<file path="config.mk">
export PLATFORM = sky130hd
export DESIGN_NAME = time_set_ctrl
export DESIGN_NICKNAME = d
export VERILOG_FILES = /design/src/rtl/time_set_ctrl.sv
export SDC_FILE = /design/constraint.sdc
export NUM_CORES = 1
export LEC_CHECK = 0
export ABC_AREA = 1
export CAP_MARGIN = 25
export CELL_PAD_IN_SITES_DETAIL_PLACEMENT = 1
export CELL_PAD_IN_SITES_GLOBAL_PLACEMENT = 2
export CORE_MARGIN = 4
export CORE_UTILIZATION = 35
export CTS_BUF_LIST = sky130_fd_sc_hd__clkbuf_2
export DETAILED_ROUTE_END_ITERATION = 10
export PLACE_DENSITY = 0.89
export SLEW_MARGIN = 20
export SYNTH_ARGS = -nofsm -noshare
export SYNTH_HDL_FRONTEND = slang
export SYNTH_SLANG_ARGS = --single-unit
</file>
<file path="constraint.sdc">
create_clock -name clk -period 3.9 [get_ports clk]
set_clock_uncertainty 0.2 [all_clocks]
set_input_delay 1.17 -clock clk [delete_from_list [all_inputs] [get_ports clk]]
set_output_delay 1.17 -clock clk [all_outputs]
set_load 0.005 [all_outputs]
</file>
<file path="src/rtl/time_set_ctrl.sv">
// ---------------------------------------------------------------------------
// time_set_ctrl
//   Write-side controller for the clock's hour/minute/second counters. In RUN
//   it is idle. A mode press copies the live time into edit registers. Each
//   field can then be stepped up or down with wrap-around. After the seconds
//   field, a final mode press commits the edit with one load strobe per
//   counter (hour, then minute, then second). An edit session with no button
//   press for TIMEOUT cycles is dropped and nothing is loaded.
//
// Ports
//   clk        system clock, all logic on posedge
//   clear_n    synchronous active-low reset
//   btn_mode   synchronised level; rising edge selects the next field / commits
//   btn_inc    synchronised level; rising edge adds one to the selected field
//   btn_dec    synchronised level; rising edge subtracts one from the field
//   cur_sec    live seconds value, 0..59
//   cur_min    live minutes value, 0..59
//   cur_hour   live hours value, 0..HOUR_MAX
//   data       value driven to the counters' parallel-load inputs
//   load_sec   one-cycle load strobe for the seconds counter
//   load_min   one-cycle load strobe for the minutes counter
//   load_hour  one-cycle load strobe for the hours counter
//   setting    high while editing or committing; freezes the counters
//   field_sel  field being edited: 0 none, 1 hour, 2 minute, 3 second
// ---------------------------------------------------------------------------
module time_set_ctrl #(
  parameter int unsigned         HOUR_MAX = 23,
  parameter int unsigned         TO_W     = 32,
  parameter logic [TO_W-1:0]     TIMEOUT  = 32'd300
) (
  input  logic       clk,
  input  logic       clear_n,
  input  logic       btn_mode,
  input  logic       btn_inc,
  input  logic       btn_dec,
  input  logic [5:0] cur_sec,
  input  logic [5:0] cur_min,
  input  logic [5:0] cur_hour,
  output logic [5:0] data,
  output logic       load_sec,
  output logic       load_min,
  output logic       load_hour,
  output logic       setting,
  output logic [1:0] field_sel
);

  localparam logic [5:0] HMAX = 6'(HOUR_MAX);
  localparam logic [5:0] MS_MAX = 6'd59;

  typedef enum logic [2:0] {
    RUN,
    EDIT_H,
    EDIT_M,
    EDIT_S,
    COMMIT_H,
    COMMIT_M,
    COMMIT_S
  } state_t;

  state_t          state;
  logic [5:0]      e_h, e_m, e_s;
  logic [TO_W-1:0] to_cnt;
  logic [TO_W-1:0] to_cnt_nxt;
  logic            mode_q, inc_q, dec_q;
  // Low for the first cycle after reset so a button held through reset is
  // not seen as a fresh press when the history register still reads 0.
  logic            armed;
  logic            mode_p, inc_p, dec_p;

  assign mode_p     = armed & btn_mode & ~mode_q;
  assign inc_p      = armed & btn_inc  & ~inc_q;
  assign dec_p      = armed & btn_dec  & ~dec_q;
  assign to_cnt_nxt = to_cnt + 1'b1;

  // One step up or down with wrap between 0 and top.
  function automatic logic [5:0] step(input logic [5:0] v,
                                      input logic [5:0] top,
                                      input logic       up);
    if (up) return (v == top) ? 6'd0 : v + 6'd1;
    else    return (v == 6'd0) ? top : v - 6'd1;
  endfunction

  // NOTE: all state in a clocked block uses <= so every register samples the
  // pre-edge values of the others, independent of statement order.
  always_ff @(posedge clk) begin
    if (!clear_n) begin
      state  <= RUN;
      e_h    <= '0;
      e_m    <= '0;
      e_s    <= '0;
      to_cnt <= '0;
      mode_q <= 1'b0;
      inc_q  <= 1'b0;
      dec_q  <= 1'b0;
      armed  <= 1'b0;
    end else begin
      armed  <= 1'b1;
      mode_q <= btn_mode;
      inc_q  <= btn_inc;
      dec_q  <= btn_dec;

      case (state)
        RUN: begin
          to_cnt <= '0;
          if (mode_p) begin
            state <= EDIT_H;
            e_h   <= cur_hour;
            e_m   <= cur_min;
            e_s   <= cur_sec;
          end
        end

        EDIT_H, EDIT_M, EDIT_S: begin
          // Any press restarts the inactivity window; otherwise count and
          // abandon the edit once the window is used up.
          if (mode_p || inc_p || dec_p) begin
            to_cnt <= '0;
          end else if (to_cnt_nxt == TIMEOUT) begin
            to_cnt <= '0;
            state  <= RUN;
          end else begin
            to_cnt <= to_cnt_nxt;
          end

          // Mode has priority over inc/dec; inc together with dec cancels.
          if (mode_p) begin
            case (state)
              EDIT_H:  state <= EDIT_M;
              EDIT_M:  state <= EDIT_S;
              default: state <= COMMIT_H;
            endcase
          end else if (inc_p ^ dec_p) begin
            case (state)
              EDIT_H:  e_h <= step(e_h, HMAX, inc_p);
              EDIT_M:  e_m <= step(e_m, MS_MAX, inc_p);
              default: e_s <= step(e_s, MS_MAX, inc_p);
            endcase
          end
        end

        COMMIT_H: state <= COMMIT_M;
        COMMIT_M: state <= COMMIT_S;
        COMMIT_S: state <= RUN;
        default:  state <= RUN;
      endcase
    end
  end

  // Outputs decode the state directly, so only one load can ever be high and
  // a reset removes every strobe on the very next cycle.
  // NOTE: every output gets a default before the case so no latch is inferred.
  always_comb begin
    data      = '0;
    load_sec  = 1'b0;
    load_min  = 1'b0;
    load_hour = 1'b0;
    setting   = 1'b0;
    field_sel = 2'd0;
    case (state)
      EDIT_H: begin
        setting   = 1'b1;
        field_sel = 2'd1;
      end
      EDIT_M: begin
        setting   = 1'b1;
        field_sel = 2'd2;
      end
      EDIT_S: begin
        setting   = 1'b1;
        field_sel = 2'd3;
      end
      COMMIT_H: begin
        setting   = 1'b1;
        load_hour = 1'b1;
        data      = e_h;
      end
      COMMIT_M: begin
        setting   = 1'b1;
        load_min  = 1'b1;
        data      = e_m;
      end
      COMMIT_S: begin
        setting   = 1'b1;
        load_sec  = 1'b1;
        data      = e_s;
      end
      default: ;
    endcase
  end

endmodule

</file>
==> results of run 1 <==
[cells in the mapped netlist, types with 2 or more instances]
cell type | n | share of area
clkbuf_1 | 19 | 0.017
nor2_4 | 7 | 0.019
nand2_1 | 237 | 0.21
nand4_1 | 9 | 0.013
o211ai_1 | 3 | 0.0053
nor2_1 | 87 | 0.077
o21ai_1 | 3 | 0.0035
o22ai_1 | 2 | 0.0029
o221ai_1 | 2 | 0.0041
o21ai_0 | 30 | 0.035
a211oi_1 | 2 | 0.0035
nand3b_1 | 13 | 0.023
or2_2 | 3 | 0.0044
inv_1 | 62 | 0.055
dfxtp_1 | 57 | 0.27
a31oi_1 | 7 | 0.010
o21a_1 | 2 | 0.0035
ha_1 | 10 | 0.029
inv_2 | 4 | 0.0035
nor3_1 | 8 | 0.0094
xnor2_1 | 3 | 0.0062
a21oi_1 | 53 | 0.063
nor2_2 | 5 | 0.0074
buf_2 | 3 | 0.0035
nand2_2 | 6 | 0.0089
nand3_1 | 42 | 0.050
nand3_2 | 2 | 0.0047
xor2_1 | 19 | 0.039
[where the power goes]
part	internal [mW]	total, mW	switching (mW)
logic	0.346	0.962	0.616
clock network	0.152	0.388	0.235
registers	0.660	0.812	0.151
[final cells by class]
cell class,instances,area [µm²]
inverter,67,251.5
sequential,57,1141
clock buffer,12,60.06
timing repair buffer,41,392.9
clock inverter,4,43.79
fill,1612,6824
multi-input combinational,564,2770
tap,143,178.9
[stage by stage]
| step | util | setup WS [ns] | instance area, µm² |
|---|---|---|---|
| after floorplan | - | 1.333 | 4242 |
| after global placement | 0.4053 | 0.6418 | 4727 |
| after detailed placement | 0.4053 | 0.5499 | 4727 |
| after CTS | 0.4142 | 0.09477 | 4831 |
| after global routing | 0.4149 | 0.04828 | 4838 |
| final | 0.4149 | 0.2341 | 4838 |
[sequential cells by signal, summed over array words and instances, names as in the netlist]
signal,flops
inc_q,1
dec_q,1
e_m,6
e_h,6
state,3
mode_q,1
e_s,6
to_cnt,32
armed,1
[cells in the final DEF (no fill, tap or decap), types with 2 or more instances in the layout]
| cell | instances |
|---|---|
| a211oi_1 | 2 |
| a21oi_1 | 53 |
| a31oi_1 | 7 |
| buf_4 | 7 |
| clkbuf_2 | 12 |
| clkdlybuf4s50_1 | 34 |
| clkinv_1 | 2 |
| clkinv_2 | 2 |
| dfxtp_1 | 57 |
| ha_1 | 10 |
| inv_1 | 62 |
| inv_2 | 4 |
| nand2_1 | 237 |
| nand2_2 | 6 |
| nand3_1 | 42 |
| nand3_2 | 2 |
| nand3b_1 | 13 |
| nand4_1 | 9 |
| nor2_1 | 86 |
| nor2_2 | 6 |
| nor2_4 | 7 |
| nor3_1 | 7 |
| o211ai_1 | 3 |
| o21a_1 | 2 |
| o21ai_0 | 30 |
| o21ai_1 | 3 |
| o221ai_1 | 2 |
| o22ai_1 | 2 |
| or2_2 | 3 |
| xnor2_1 | 3 |
| xor2_1 | 19 |
[worst paths after layout]
kind / startpoint / endpoint / slack, ns / depth (start not counted)
max: state[2] / setting / 0.23 / 5
min: to_cnt[31] / to_cnt[31] / 0.29 / 2
max reg2reg: to_cnt[0] / to_cnt[0] / 1.12 / 12
min reg2reg: to_cnt[31] / to_cnt[31] / 0.29 / 2
[layer usage]
| metal | wire [µm] | vias to the layer above | part of all wire | global-route usage |
|---|---|---|---|---|
| met4 | 195 | 0 | 0.014 | 0.05641 |
| li1 | - | 2353 | - | - |
| met3 | 388 | 11 | 0.028 | 0.04853 |
| met5 | 0 | - | 0 | 0 |
| met2 | 6959 | 66 | 0.50 | 0.3658 |
| met1 | 6357 | 2230 | 0.46 | 0.2471 |
[cell families after synthesis]
kind of cell / count (synthesis)
xor+xnor: 22
flops: 57
compound gates: 110
simple gates: 422
buf+inv: 89
fa+ha+maj: 10
[what timing repair did]
action / CTS / global route
gates resized for setup: 0 / 2
setup endpoints to repair: 0 / 6
setup buffers: 0 / 0
[worst max-delay path, cell delays in order (launching register included)]
cell and delay [ns]:
dfxtp_1 0.36, buf_4 0.40, nor2_2 0.10, inv_2 0.30, nand2_1 0.13, clkdlybuf4s50_1 0.47
==> metrics, run 1 <==
Cell Area, Synth around 4200 µm²; Crit Path Max Fanout 39; setup violators final 0; final WL 13,900 µm; LEAKAGE about 1.9 nW; post-synth cell types 38; XOR/XNOR share of the synthesized area 0.04543; latest clock arrival within the worst-skew pair 0.53 ns; cts hold-fix bufs 0; total grt overflow 0; GRT Util Overall 0.2060; Ys Warns 0; Final Instance Count excl. Fillers roughly 900; startpoint types flip-flop; pin count of the biggest net entering global routing 43; Die ar. 13,940 µm²; RSZ-0062 raised after global routing false; worst relative slew slack 0.5896; adder-cell area share of the yosys netlist 0.02950; post-synthesis mux area share 0; width of the die approximately 120 µm; CP arrival 2.30 ns; share of layout cells above drive strength 1 0.07114; remaining antenna violation count 0; crit end category output port; post-synthesis net count 743; status finished clean; TritonRoute pass-1 iters 4; core area around 12,000 µm²; Starting Density 0.3637; final period utilization 0.9400; Clk pin slew, worst setup/hold paths 0.17 ns; Hold WS about 0.29 ns; clk buf depth 2; DRC errors left 0; root buffer cell clkbuf_2; Avg WL per Cell 15.65 µm; Max Fclk 272.8 MHz; post-synthesis compound-gate area fraction 0.1434; Port Buf Inserts 34; initial antenna violation count 0; final RePlAce weighted congestion 0.8343; flops & latches, synth 57; num rows 39; Pwr Total 2.162 mW; CTS tree done; syn_area_per_cell between 5 and 6 µm²; largest family of logic cells by synthesized area simple AND/OR/NAND/NOR gates; Max-Cap Viols 0; Period minus WS final 3.666 ns; Async SR Flop Fraction 0; Vias 4,660; nets between 700 and 800; Clock Sinks 57; post-detail-place hpwl ~10,000 µm; Post-synth EDFFs 0; Simple-Gate Fraction of Synth Area 0.4330; setup TNS 0 ns; Hold Vio Cnt, Final 0; Vert. Die Dim 118.1 µm; antenna diode count 0; Inst Count DP 872; register area share after synthesis 0.2690; Initial DRC Count ~190; first-pass GRT wire length 23,630 µm; Syn Inst Count 710; WP data required about 2.5 ns; I/O pins 35; Main synth FF type dfxtp_1; Pwr per Cell Area 446.8 nW/µm²; Slew Limit Fails 0; Least-Margin Pin Slew roughly 0.6 ns; CTS H-tree lvls 3; Num CTS Buffers 9; Crit Path Class flip-flop to output port; worst IR drop on VDD 0.0002427 V; detail-routed via count per cell around 5.2; area delta synth->final 14.07%; min-delay worst type flip-flop to flip-flop; vias in the first global route 4,914
Power figures use the tool's default switching activity.
==> inputs of run 2 (changes only) <==
Settings changed: CELL_PAD_IN_SITES_DETAIL_PLACEMENT 1 to not set, CELL_PAD_IN_SITES_GLOBAL_PLACEMENT 2 to not set, CORE_UTILIZATION 35 to 55, PLACE_DENSITY 0.89 to 0.76.
==> run 2 against run 1 <==
Routed wire length is 18% lower. First-iteration DRC count is 17% higher. Clock power is 3% lower. Combinational power is 2.2% lower. Setup slack worse by 0.023 ns. Global-route usage is 5.9 points higher. Largest cell class unchanged.
==> metrics, run 2 (synthesis gave the netlist of run 1 again) <==
remaining antenna violation count 0 (unchanged); Vias 4,670 (was 4,660); Num CTS Buffers 9 (unchanged); Combinational Power Share 0.444 (was 0.445); most frequent cells in the layout 237 x nand2_1, 87 x nor2_1, 62 x inv_1 (was 237 x nand2_1, 86 x nor2_1, 62 x inv_1); nets 772 (was 773); CP startpoint state[0] (was state[2]); crit-path most repeated cell nor2_1; Vert. Die Dim 95.82 µm (was 118.1 µm); core area 7370 µm² (was 11,660 µm²); Pwr Total 2.121 mW (was 2.162 mW); Crit Path Max Fanout 7 (was 39); Starting Density 0.5756 (was 0.3637); Least-Margin Pin Slew 0.5379 ns (was 0.6148 ns); final period utilization 0.9458 (was 0.9400); fill count 742 (was 1,612); R2R Setup Slk 1.30 ns (was 1.12 ns); clk buf depth 2 (unchanged); hold path startpoint to_cnt[31] (unchanged); vias in the first global route 4,412 (was 4,914); final RePlAce weighted congestion 0.9501 (was 0.8343); FF-to-FF Start to_cnt[0] (unchanged); initial antenna violation count 0 (unchanged); FF/Latch Area 1141 µm² (unchanged); Net Sw Frac 0.4534 (was 0.4637); LEAKAGE 1.898 nW (was 1.902 nW); setup TNS 0 ns (unchanged); root buffer cell clkbuf_2 (unchanged); Die ar. 9181 µm² (was 13,940 µm²); detail-routed via count per cell 5.540 (was 5.248); Inst Count DP 827 (was 872); Max Fclk 271.1 MHz (was 272.8 MHz); Initial DRC Count 217 (was 186); RSZ-0062 raised after global routing false (unchanged); sequential fraction of design power 0.379 (was 0.376); first-pass GRT wire length 19,420 µm (was 23,630 µm); area delta synth->final 12.54% (was 14.07%); CTS tree done (unchanged); CP arrival 2.32 ns (was 2.30 ns); worst IR drop on VDD 0.0002798 V (was 0.0002427 V); total grt overflow 0 (unchanged); Final WS setup 0.2113 ns (was 0.2341 ns); final WL 11,470 µm (was 13,900 µm); commonest non-fill, non-tap cell in the layout nand2_1 (unchanged); Max-Cap Viols 0 (unchanged); area of the multi-input gates 2768 µm² (was 2770 µm²); slowest stage delay, CP 0.51 ns (was 0.47 ns); critical path, cell by cell nor2_1 -> inv_1 -> nor2_1 -> nand2_1 -> nand3_1 -> clkdlybuf4s50_1 (was buf_4 -> nor2_2 -> inv_2 -> nand2_1 -> clkdlybuf4s50_1); status finished clean (unchanged); min-delay worst type flip-flop to flip-flop (unchanged); pin count of the biggest net entering global routing 40 (was 43); pre-CTS WS 0.4819 ns (was 0.5499 ns); CTS H-tree lvls 3 (unchanged); cell family with most CP delay simple AND/OR/NAND/NOR gates (was buffers and inverters); latest clock arrival within the worst-skew pair 0.48 ns (was 0.53 ns); Reg with most FFs to_cnt (unchanged); setup violators final 0 (unchanged); switching power 0.9617 mW (was 1.002 mW); Final Instance Count excl. Fillers 843 (was 888); Crit-path slowest cell clkdlybuf4s50_1 (unchanged); Hold Vio Cnt, Final 0 (unchanged); Clock Sinks 57 (unchanged); antenna diode count 0 (unchanged); I/O pins 35 (unchanged); Clk pwr share 0.178 (was 0.179); worst relative slew slack 0.6409 (was 0.5896); max reg flops 32 (unchanged); WP data required 2.53 ns (about the same); GRT Util Overall 0.2649 (was 0.2060); Slew Limit Fails 0 (unchanged); num rows 31 (was 39); Pwr per Cell Area 444.4 nW/µm² (was 446.8 nW/µm²); post-detail-place hpwl 8474 µm (was 10,500 µm); cts hold-fix bufs 0 (unchanged); DRC errors left 0 (unchanged); Crit Path Class flip-flop to output port (unchanged); share of layout cells above drive strength 1 0.06855 (was 0.07114); width of the die 95.82 µm (was 118.1 µm); WP buf/inv 2 (was 3); Clk pin slew, worst setup/hold paths 0.17 ns (about the same); Avg WL per Cell 13.60 µm (was 15.65 µm); startpoint types flip-flop (unchanged); crit end category output port (unchanged); Period minus WS final 3.689 ns (was 3.666 ns); TritonRoute pass-1 iters 5 (was 4); Port Buf Inserts 34 (unchanged); Pint 1.160 mW (was 1.159 mW)
## run 2: cell types whose count changed in the layout (fill, tap and decap cells not counted), sizes merged
cell,previous run,this run
buf,7,6
## run 2: tightest hold or removal path, cell delays in order, from the launching register on
cell	delay [ns]
dfxtp_1	0.36
nand2_1	0.06
a21oi_1	0.06
## run 2: worst paths after layout
| check | to | cells past startpoint |
|---|---|---|
| setup reg to reg | to_cnt[0] | 14 |
| hold reg to reg | to_cnt[31] | 2 |
| setup / recovery | data[5] | 6 |
| hold / removal | to_cnt[31] | 2 |
## run 2: power groups by stage
stage | sequential [mW] | clock (mW) | combinational [mW]
3_3_place_gp | 0.808 | 0 | 0.889
5_1_grt | 0.814 | 0.408 | 1.07
4_1_cts | 0.797 | 0.385 | 0.925
6_report | 0.803 | 0.377 | 0.941
3_5_place_dp | 0.810 | 0 | 0.914
2_1_floorplan | 0.732 | 0 | 0.741
## run 2: final cells by class
cell class,instances,share of cell area
tap,99,0.02595
inverter,67,0.05269
timing repair buffer,40,0.08073
multi-input combinational,564,0.5798
sequential,57,0.2391
clock buffer,12,0.01258
clock inverter,4,0.009174
## run 2: metrics by stage
| stage | util | hold slack (ns) | instance area, µm² |
|---|---|---|---|
| after global routing | 0.6477 | 0.3275 | 4773 |
| after floorplan | - | 0.2437 | 4242 |
| after detailed placement | 0.6329 | 0.2883 | 4664 |
| final | 0.6477 | 0.3092 | 4773 |
| after CTS | 0.6470 | 0.3103 | 4768 |
| after global placement | 0.6329 | 0.2540 | 4664 |
## run 2: routing by layer
layer	GRT usage	vias up	routed length [µm]
met5	0	-	0
met4	0.1137	0	318
met3	0.04691	28	741
met2	0.4580	160	5564
met1	0.3209	2129	4842
li1	-	2353	-
## run 2: what timing repair did
item | in CTS | in global routing
endpoints found under the setup margin | 0 | 6
resized for setup | 0 | 1
setup buffers | 0 | 0
endpoints found under the hold margin | 0 | 0
